$ cat config.mk
export PLATFORM = sky130hd
export DESIGN_NAME = alu_operand_issue_flat
export DESIGN_NICKNAME = d
export VERILOG_FILES = /design/src/rtl/alu_pkg.sv /design/src/rtl/alu_operand_issue_if.sv /design/src/rtl/regfile_2r1w.sv /design/src/rtl/alu_operand_issue.sv /design/src/flat_wrapper.sv
export SDC_FILE = /design/constraint.sdc
export NUM_CORES = 2
export LEC_CHECK = 0
export ABC_AREA = 1
export CAP_MARGIN = 20
export CORE_UTILIZATION = 40
export DETAILED_ROUTE_END_ITERATION = 12
export PLACE_DENSITY = 0.61
export SYNTH_ARGS = -nofsm -noshare
export SYNTH_HDL_FRONTEND = slang
export SYNTH_SLANG_ARGS = --single-unit
$ cat constraint.sdc
create_clock -name clk -period 43.3 [get_ports clk]
set_input_delay 10.825 -clock clk [delete_from_list [all_inputs] [get_ports clk]]
set_output_delay 10.825 -clock clk [all_outputs]
set_load 0.02 [all_outputs]
$ cat src/rtl/alu_pkg.sv
// Shared ALU widths, function codes and legality check.
// Used by the operand/issue stage and the ALU proper.
package alu_pkg;

  localparam int DATA_W  = 32;
  localparam int ADDR_W  = 5;
  localparam int ALUFN_W = 6;

  localparam logic [ALUFN_W-1:0] ALU_ADD = 6'b000000;
  localparam logic [ALUFN_W-1:0] ALU_SUB = 6'b000001;
  localparam logic [ALUFN_W-1:0] ALU_MUL = 6'b000010;
  localparam logic [ALUFN_W-1:0] ALU_AND = 6'b000100;
  localparam logic [ALUFN_W-1:0] ALU_OR  = 6'b000101;
  localparam logic [ALUFN_W-1:0] ALU_XOR = 6'b000110;
  localparam logic [ALUFN_W-1:0] ALU_SLL = 6'b001000;
  localparam logic [ALUFN_W-1:0] ALU_SRL = 6'b001001;
  localparam logic [ALUFN_W-1:0] ALU_SLT = 6'b001011;

  function automatic logic alufn_is_legal(
    input logic [ALUFN_W-1:0] f
  );
    logic ok;
    ok = 1'b0;
    case (f)
      ALU_ADD, ALU_SUB, ALU_MUL,
      ALU_AND, ALU_OR,  ALU_XOR,
      ALU_SLL, ALU_SRL, ALU_SLT: ok = 1'b1;
      default:                   ok = 1'b0;
    endcase
    return ok;
  endfunction

endpackage

$ cat src/rtl/alu_operand_issue_if.sv
// Issue, ALU-side and writeback signals of the operand stage.
// slave = the issue stage, master = its environment.
interface alu_operand_issue_if
  import alu_pkg::*;
#(
  parameter int DW = DATA_W,
  parameter int AW = ADDR_W
);
  logic               in_valid;
  logic               in_ready;
  logic [ALUFN_W-1:0] in_alufn;
  logic [AW-1:0]      in_rs1;
  logic [AW-1:0]      in_rs2;
  logic               in_use_imm;
  logic [DW-1:0]      in_imm;
  logic [AW-1:0]      in_rd;

  logic               out_valid;
  logic               out_ready;
  logic [DW-1:0]      out_a;
  logic [DW-1:0]      out_b;
  logic [ALUFN_W-1:0] out_alufn;
  logic [AW-1:0]      out_rd;
  logic               out_illegal;

  logic               wb_en;
  logic [AW-1:0]      wb_addr;
  logic [DW-1:0]      wb_data;

  modport slave (
    input  in_valid, in_alufn, in_rs1, in_rs2,
    input  in_use_imm, in_imm, in_rd,
    output in_ready,
    output out_valid, out_a, out_b, out_alufn,
    output out_rd, out_illegal,
    input  out_ready,
    input  wb_en, wb_addr, wb_data
  );

  modport master (
    output in_valid, in_alufn, in_rs1, in_rs2,
    output in_use_imm, in_imm, in_rd,
    input  in_ready,
    input  out_valid, out_a, out_b, out_alufn,
    input  out_rd, out_illegal,
    output out_ready,
    output wb_en, wb_addr, wb_data
  );
endinterface

$ cat src/rtl/regfile_2r1w.sv
// Architectural register file, 2 read / 1 write ports.
// Reg 0 reads zero; a same-cycle write is seen by reads.
module regfile_2r1w
  import alu_pkg::*;
#(
  parameter int DW = DATA_W,
  parameter int NR = 32,
  parameter int AW = ADDR_W
) (
  input  logic          clk,
  input  logic          rst,
  input  logic [AW-1:0] raddr1,
  input  logic [AW-1:0] raddr2,
  output logic [DW-1:0] rdata1,
  output logic [DW-1:0] rdata2,
  input  logic          we,
  input  logic [AW-1:0] waddr,
  input  logic [DW-1:0] wdata
);

  logic [DW-1:0] mem [NR];

  // Storage; writes to reg 0 are dropped.
  always_ff @(posedge clk or posedge rst) begin
    if (rst) begin
      for (int i = 0; i < NR; i++) mem[i] <= '0;
    end else if (we && waddr != '0) begin
      mem[waddr] <= wdata;
    end
  end

  // Read ports with write-through bypass.
  always_comb begin
    rdata1 = mem[raddr1];
    rdata2 = mem[raddr2];
    if (we && waddr == raddr1) rdata1 = wdata;
    if (we && waddr == raddr2) rdata2 = wdata;
    if (raddr1 == '0) rdata1 = '0;
    if (raddr2 == '0) rdata2 = '0;
  end

endmodule

$ cat src/rtl/alu_operand_issue.sv
// Operand/issue stage: scoreboard, hazard check and
// registered operand hand-off to the ALU.
module alu_operand_issue
  import alu_pkg::*;
#(
  parameter int DW = DATA_W,
  parameter int NUM_REGS = 32,
  parameter int AW = ADDR_W
) (
  input logic clk,
  input logic rst,
  alu_operand_issue_if.slave bus
);

  logic [DW-1:0]       rd1;
  logic [DW-1:0]       rd2;
  logic [NUM_REGS-1:0] pending;
  logic [NUM_REGS-1:0] pending_nxt;
  logic fwd1, fwd2, wb_rd;
  logic haz1, haz2, waw, hazard;
  logic legal, accept;

  regfile_2r1w #(
    .DW(DW), .NR(NUM_REGS), .AW(AW)
  ) u_rf (
    .clk    (clk),
    .rst    (rst),
    .raddr1 (bus.in_rs1),
    .raddr2 (bus.in_rs2),
    .rdata1 (rd1),
    .rdata2 (rd2),
    .we     (bus.wb_en),
    .waddr  (bus.wb_addr),
    .wdata  (bus.wb_data)
  );

  // Hazard detection and the input handshake.
  always_comb begin
    legal  = alufn_is_legal(bus.in_alufn);
    fwd1   = bus.wb_en && bus.wb_addr == bus.in_rs1;
    fwd2   = bus.wb_en && bus.wb_addr == bus.in_rs2;
    wb_rd  = bus.wb_en && bus.wb_addr == bus.in_rd;
    haz1   = bus.in_rs1 != '0 && pending[bus.in_rs1]
             && !fwd1;
    haz2   = !bus.in_use_imm && bus.in_rs2 != '0
             && pending[bus.in_rs2] && !fwd2;
    waw    = legal && bus.in_rd != '0
             && pending[bus.in_rd] && !wb_rd;
    hazard = haz1 || haz2 || waw;
    bus.in_ready = (!bus.out_valid || bus.out_ready)
                   && !hazard;
    accept = bus.in_valid && bus.in_ready;
  end

  // Scoreboard update: clear on writeback, set on issue.
  always_comb begin
    pending_nxt = pending;
    if (bus.wb_en) pending_nxt[bus.wb_addr] = 1'b0;
    if (accept && legal && bus.in_rd != '0)
      pending_nxt[bus.in_rd] = 1'b1;
    pending_nxt[0] = 1'b0;
  end

  // Scoreboard register.
  always_ff @(posedge clk or posedge rst) begin
    if (rst) pending <= '0;
    else     pending <= pending_nxt;
  end

  // Output register towards the ALU.
  always_ff @(posedge clk or posedge rst) begin
    if (rst) begin
      bus.out_valid   <= 1'b0;
      bus.out_a       <= '0;
      bus.out_b       <= '0;
      bus.out_alufn   <= '0;
      bus.out_rd      <= '0;
      bus.out_illegal <= 1'b0;
    end else if (accept) begin
      bus.out_valid   <= 1'b1;
      bus.out_a       <= rd1;
      bus.out_b       <= bus.in_use_imm ? bus.in_imm : rd2;
      bus.out_alufn   <= bus.in_alufn;
      bus.out_rd      <= legal ? bus.in_rd : '0;
      bus.out_illegal <= !legal;
    end else if (bus.out_ready) begin
      bus.out_valid   <= 1'b0;
    end
  end

endmodule

$ cat src/flat_wrapper.sv
// flat-port wrapper written by rule: the top's interface ports become plain ports
module alu_operand_issue_flat import alu_pkg::*;
#(
  parameter int DW = DATA_W,
  parameter int NUM_REGS = 32,
  parameter int AW = ADDR_W
)
  (clk, rst, bus_in_valid, bus_in_alufn, bus_in_rs1, bus_in_rs2, bus_in_use_imm, bus_in_imm, bus_in_rd, bus_in_ready, bus_out_valid, bus_out_a, bus_out_b, bus_out_alufn, bus_out_rd, bus_out_illegal, bus_out_ready, bus_wb_en, bus_wb_addr, bus_wb_data);
  alu_operand_issue_if #(.DW(DW), .AW(AW)) bus_i ();
  input logic clk;
  input logic rst;
  input wire logic [$bits(bus_i.in_valid)-1:0] bus_in_valid;
  input wire logic [$bits(bus_i.in_alufn)-1:0] bus_in_alufn;
  input wire logic [$bits(bus_i.in_rs1)-1:0] bus_in_rs1;
  input wire logic [$bits(bus_i.in_rs2)-1:0] bus_in_rs2;
  input wire logic [$bits(bus_i.in_use_imm)-1:0] bus_in_use_imm;
  input wire logic [$bits(bus_i.in_imm)-1:0] bus_in_imm;
  input wire logic [$bits(bus_i.in_rd)-1:0] bus_in_rd;
  output wire logic [$bits(bus_i.in_ready)-1:0] bus_in_ready;
  output wire logic [$bits(bus_i.out_valid)-1:0] bus_out_valid;
  output wire logic [$bits(bus_i.out_a)-1:0] bus_out_a;
  output wire logic [$bits(bus_i.out_b)-1:0] bus_out_b;
  output wire logic [$bits(bus_i.out_alufn)-1:0] bus_out_alufn;
  output wire logic [$bits(bus_i.out_rd)-1:0] bus_out_rd;
  output wire logic [$bits(bus_i.out_illegal)-1:0] bus_out_illegal;
  input wire logic [$bits(bus_i.out_ready)-1:0] bus_out_ready;
  input wire logic [$bits(bus_i.wb_en)-1:0] bus_wb_en;
  input wire logic [$bits(bus_i.wb_addr)-1:0] bus_wb_addr;
  input wire logic [$bits(bus_i.wb_data)-1:0] bus_wb_data;
  assign bus_i.in_valid = bus_in_valid;
  assign bus_i.in_alufn = bus_in_alufn;
  assign bus_i.in_rs1 = bus_in_rs1;
  assign bus_i.in_rs2 = bus_in_rs2;
  assign bus_i.in_use_imm = bus_in_use_imm;
  assign bus_i.in_imm = bus_in_imm;
  assign bus_i.in_rd = bus_in_rd;
  assign bus_in_ready = bus_i.in_ready;
  assign bus_out_valid = bus_i.out_valid;
  assign bus_out_a = bus_i.out_a;
  assign bus_out_b = bus_i.out_b;
  assign bus_out_alufn = bus_i.out_alufn;
  assign bus_out_rd = bus_i.out_rd;
  assign bus_out_illegal = bus_i.out_illegal;
  assign bus_i.out_ready = bus_out_ready;
  assign bus_i.wb_en = bus_wb_en;
  assign bus_i.wb_addr = bus_wb_addr;
  assign bus_i.wb_data = bus_wb_data;
  alu_operand_issue #(.DW(DW), .NUM_REGS(NUM_REGS), .AW(AW)) u_core (.clk(clk), .rst(rst), .bus(bus_i));
endmodule
Word-level counts from Yosys, hierarchy flattened
Memory sizes are Yosys's and may differ from the RTL's.
Cells that the tools add are included.
- memories: 1
- output and inout port bits: 78
- bits in read-only memories: 16
- bits in registers: 1132
- input port bits: 96
- memories (name ; depth ; bits a word ; read ports ; clocked after memory_dff ; write ports ; RTL line ; RTL):
    (name not given) ; 16 ; 1 ; 1 ; 0 ; 0 ; alu_pkg.sv:24 ; case (f)
- equal/unequal tests: 3
- order comparisons: 10
- mux-type cells: 30
- reductions and logical operators: 37
- bitwise operators: 6
- operators with widths (kind ; count):
    $bwmux 1024 ; 1
    $mux 32 ; 12
    $bmux 32 s5 ; 2
    $demux 32 s5 ; 1
    $and 32x32->32 ; 1
    $not 32->32 ; 1
    $or 32x32->32 ; 1
    $lt 5x6->1 const B ; 4
    $reduce_bool 5->1 ; 4
    $logic_and 1x1->1 ; 19
    $ge 6x6->1 const B ; 3
    $not 5->6 ; 3
    $bmux 1 s5 ; 3
    $eq 5x5->1 ; 3
    $demux 1 s5 ; 2
    $ge 5x1->1 const B ; 2
    $logic_not 5->1 ; 2
    $mux 1 ; 8
    $logic_not 1->1 ; 7
    $lt 6x1->1 const B ; 1
    $mux 5 ; 1
    $logic_or 1x1->1 ; 3
    $logic_not 2->1 ; 1
    $reduce_bool 2->1 ; 1

Longest topological paths before layout
- depth in word-level cells: 12
- mapped depth: 17

Modules after synthesis
Synthesis repeated with hierarchy kept, for this count alone.
- cells, all modules: 9747
- area, all modules: 65365.2 um2
- modules (own cells, without submodules) (module ; times used ; cells each ; area an instance (um2)):
    regfile_2r1w ; 1 ; 8800 ; 59194.3
    alu_operand_issue ; 1 ; 947 ; 6170.9

Least setup slack after synthesis
No wires, ideal clock.
- path type: input to output
- start: input bus_wb_addr[3]
- end: output bus_in_ready
- arrival time: 11.942 ns
- setup slack: 20.533 ns
- data required time: 32.475 ns
- stages: 10
- cells stage by stage: buf_2 > inv_1 > nand2_1 > a21oi_1 > nand3_1 > nand2_1 > inv_2 > nand3_2 > nand3_2 > inv_1
- word-level cells in the longest chain between the ends: 8
- ends and longest elaborated chain (what ; RTL line ; RTL):
    from (decl) ; flat_wrapper.sv:28 ; input wire logic [$bits(bus_i.wb_addr)-1:0] bus_wb_addr;
    $eq 5x5->1 (on tied branches) ; alu_operand_issue.sv:40, alu_operand_issue.sv:41 ;
    $logic_and 1x1->1 (on tied branches) ; alu_operand_issue.sv:40, alu_operand_issue.sv:41 ;
    $logic_not 1->1 (on tied branches) ; alu_operand_issue.sv:44, alu_operand_issue.sv:46 ;
    $logic_and 1x1->1 (on tied branches) ; alu_operand_issue.sv:44, alu_operand_issue.sv:46 ;
    $logic_or 1x1->1 ; alu_operand_issue.sv:49 ; hazard = haz1 || haz2 || waw;
    $logic_or 1x1->1 * ; alu_operand_issue.sv:49 ;
    $logic_not 1->1 * ; alu_operand_issue.sv:51 ; && !hazard;
    $logic_and 1x1->1 * ; alu_operand_issue.sv:51 ;
    to (decl) ; flat_wrapper.sv:19 ; output wire logic [$bits(bus_i.in_ready)-1:0] bus_in_ready;
Every way passes the cells marked *; elsewhere a longest branch is shown, timed or not.

Worst setup path in the final report
- start: input bus_in_rs1[0]
- end: output bus_in_ready
- word-level cells in the longest chain between the ends: 8
- ends and longest elaborated chain (what ; RTL line ; RTL):
    from (decl) ; flat_wrapper.sv:14 ; input wire logic [$bits(bus_i.in_rs1)-1:0] bus_in_rs1;
    $bmux 1 s5 or $eq 5x5->1 (tied branches) ; alu_operand_issue.sv:43, alu_operand_issue.sv:40 ;
    $mux 1 (not written as such) or $logic_and 1x1->1 (tied branches) ; alu_operand_issue.sv:43, alu_operand_issue.sv:40 ;
    $logic_and 1x1->1 or $logic_not 1->1 (tied branches) ; alu_operand_issue.sv:43, alu_operand_issue.sv:44 ;
    $logic_and 1x1->1 * ; alu_operand_issue.sv:44 ; && !fwd1;
    $logic_or 1x1->1 * (2 in a row) ; alu_operand_issue.sv:49 ;
    $logic_not 1->1 * ; alu_operand_issue.sv:51 ;
    $logic_and 1x1->1 * ; alu_operand_issue.sv:51 ;
Every way passes the cells marked *; elsewhere a longest branch is shown, timed or not. The select of a mux whose other input is x is not followed.

==> run metrics <==
most used standard cell by instance count after synthesis sky130_fd_sc_hd__nand2_1; wire length per cell 26.4 µm; start-to-end type of the worst setup path in -> out; final core occ 0.449; Post-DP HPWL 149000 µm; CTS Buffer Depth 3; number of enable-type register cells in the synthesized netlist 0; max-capacitance violation count 0; RSZ-0062 raised after global routing false; master cell of the clock root buffer sky130_fd_sc_hd__clkbuf_16; post-route DRC violation count 0; Syn Std Cell Area 0.0609 mm²; initial core utilization 0.405; dominant cells by area after synthesis sky130_fd_sc_hd__dfrtp_1 (47%), sky130_fd_sc_hd__nand2_1 (14%), sky130_fd_sc_hd__o21ai_0 (13%); most frequent cells after synthesis sky130_fd_sc_hd__nand2_1 (2227), sky130_fd_sc_hd__o21ai_0 (1604), sky130_fd_sc_hd__dfrtp_1 (1132); ordered cell list for the critical path buf_8, buf_4, buf_12, nand2_1, o211ai_1, nand2_1, nand3_1, nand3_1, nand3_2, nand3_2, inv_1, clkdlybuf4s50_1; port bufs 173; Slew @ Worst Pin 1.26 ns; fraction of layout instances using a drive strength above 1 0.0487; Worst setup EP type primary output; Synth Area per Inst 7.33 µm²; total non-filler cell area in the finished layout 0.0676 mm²; total of endpoints with negative setup slack in the final report 0; clock insertion delay at the later pin of the skew report 0.80 ns; DIE AREA 0.154 mm²; post-layout min period 25.11 ns; number of sinks on the clock net 1132; relative max-transition margin 0.162; Top Ports 174; GRT Residual Overflow 0; Final nets 8008; area inside the core boundary 0.150 mm²; H-tree levels 4; layout-stage area growth over the synthesis result 11.0%; Final Total Pwr 3.19 mW; count of hold buffers inserted by post-cts repair 0; number of global-route vias before repair 56500; Ys Warns 0; post-DR vias/cell 6.10; Die Wd 392 µm; Post-synth top flop sky130_fd_sc_hd__dfrtp_1; Cell variety after synth 36; worst-path maximum fanout 199; biggest area consumer among synthesized cells sky130_fd_sc_hd__dfrtp_1; number of fill cells 15100; kind of launch point of the worst setup path input pin; Final GP Congestion 0.920; cell area after placement 0.0631 mm²; number of synthesized register bits 1132; Gate Count Post-Synth 8304; std cell rows 142; number of nets in the synthesized netlist 8400; number of antenna violations at the first check in global routing 7; post-cts sizing count 0; remaining antenna violation count after routing 0; final worst-path cycle share 0.580; Setup Buffers After CTS 0; CTS tree done; sequential cell area fraction in the yosys report 0.465; Clock Skew 0.0440 ns; asr flop ratio synth 1.00; required time of the critical path 32.48 ns; worst IR drop on VDD 0.0447 mV; summed negative setup slack over all endpoints 0 ns; longest individual stage delay on the worst path 0.71 ns; overall fraction of global-route tracks in use 0.341; Detailed Routing Iterations Pass 1 12; share of the synthesized area in the top cell type 0.465; DRT Wirelength 265000 µm; via count of the routed design 61200; largest net degree at the start of global routing 200; Worst-path clk slew 0.05 ns; Lkg Pwr 29.9 nW; cell with the largest stage delay on the worst path sky130_fd_sc_hd__buf_4; arrival time of data at the critical path endpoint 14.28 ns; Detailed Route Iter0 Violations 9264; first-pass GRT wire length 390000 µm; clock buffers created by TritonCTS 131; highest clock rate 0.0398 GHz; fin. max-slew vios 0; height of the chip 392 µm; power per standard cell area 47.2 mW/mm²; endpoints failing hold 0; run status finished, final reports clean; Min-Delay Path Class reg -> reg
-- final cells by class --
cell class | instances | area [µm²] | share of cell area
well taps | 2016 | 2520 | 0.0373
diodes | 3 | 7.51 | 0.000111
multi-input cells | 5944 | 27900 | 0.414
inverters | 412 | 1590 | 0.0235
clock buffers | 186 | 3830 | 0.0567
flip-flops and latches | 1132 | 28300 | 0.419
repair buffers | 291 | 2840 | 0.0420
clock inverters | 38 | 515 | 0.00763
-- placed cells by master (no fill, tap or decap), types with 131 or more instances in the layout --
cell,Yosys,layout
sky130_fd_sc_hd__o211ai_1,221,221
sky130_fd_sc_hd__clkbuf_16,0,136
sky130_fd_sc_hd__inv_1,400,391
sky130_fd_sc_hd__clkdlybuf4s50_1,0,163
sky130_fd_sc_hd__nand2_1,2227,2201
sky130_fd_sc_hd__nor2_1,290,284
sky130_fd_sc_hd__nand4_1,131,131
sky130_fd_sc_hd__dfrtp_1,1132,1132
sky130_fd_sc_hd__o21ai_0,1604,1604
sky130_fd_sc_hd__a21oi_1,539,539
sky130_fd_sc_hd__nand3_1,792,792
-- through the flow --
| step | setup WS [ns] | cells | hold slack [ns] |
|---|---|---|---|
| 2_1_floorplan | 0.596 | 8304 | 0.445 |
| 6_report | 18.19 | 10000 | 0.402 |
| 5_1_grt | 17.92 | 10000 | 0.413 |
| 3_3_place_gp | 18.23 | 9784 | 0.382 |
| 4_1_cts | 18.20 | 10000 | 0.401 |
| 3_5_place_dp | 18.21 | 9789 | 0.388 |
-- layer usage --
| layer | share of wire | vias up | track usage |
|---|---|---|---|
| met5 | 0.00014 | - | 0 |
| met4 | 0.064 | 6 | 0.196 |
| met3 | 0.11 | 843 | 0.0771 |
| met2 | 0.43 | 4000 | 0.505 |
| met1 | 0.39 | 29200 | 0.457 |
| li1 | - | 27100 | - |
-- report_power, final --
group	leakage, nW	internal, mW	switching, mW
clock network	2.15	0.675	0.478
registers	14.6	1.26	0.154
logic	13.2	0.215	0.411
-- state kept, by name, summed over array words and instances, names as in the netlist --
| signal | flops |
|---|---|
| u_core.bus.out_a | 32 |
| u_core.bus.out_alufn | 6 |
| u_core.bus.out_b | 32 |
| u_core.bus.out_illegal | 1 |
| u_core.bus.out_rd | 5 |
| u_core.bus.out_valid | 1 |
| u_core.pending | 31 |
| u_core.u_rf.mem | 1024 |
-- worst paths after layout --
path                                              startpoint                           endpoint  slack [ns]  cells after the start
max                                            bus_in_rs1[0]                       bus_in_ready       18.19                     12
min                        u_core.u_rf.mem[1017]$_DFFE_PP0P_  u_core.u_rf.mem[1017]$_DFFE_PP0P_        0.40                      0
max reg2reg                     u_core.pending[28]$_DFF_PP0_   u_core.bus.out_a[16]$_DFFE_PP0P_       39.82                     11
min reg2reg                u_core.u_rf.mem[1017]$_DFFE_PP0P_  u_core.u_rf.mem[1017]$_DFFE_PP0P_        0.40                      0
max in group asynchronous                                rst   u_core.u_rf.mem[898]$_DFFE_PP0P_       27.97                      8
min in group asynchronous                                rst    u_core.u_rf.mem[93]$_DFFE_PP0P_       10.57                      2
-- cells by family (layout without fill, tap and decap cells) --
group | Yosys count | after routing | synth area share
compound gates | 2469 | 2469 | 0.217
xor+xnor | 2 | 2 | 0.000288
buf+inv | 1228 | 927 | 0.0801
flops | 1132 | 1132 | 0.465
other cells | 0 | 3 | 0
simple gates | 3473 | 3473 | 0.237
-- critical path, delay by kind of cell --
family,cells,cell delay [ns]
simple gates,6,0.74
buf+inv,5,2.49
compound gates,1,0.11
No activity file was read; power rests on OpenSTA's default activity.
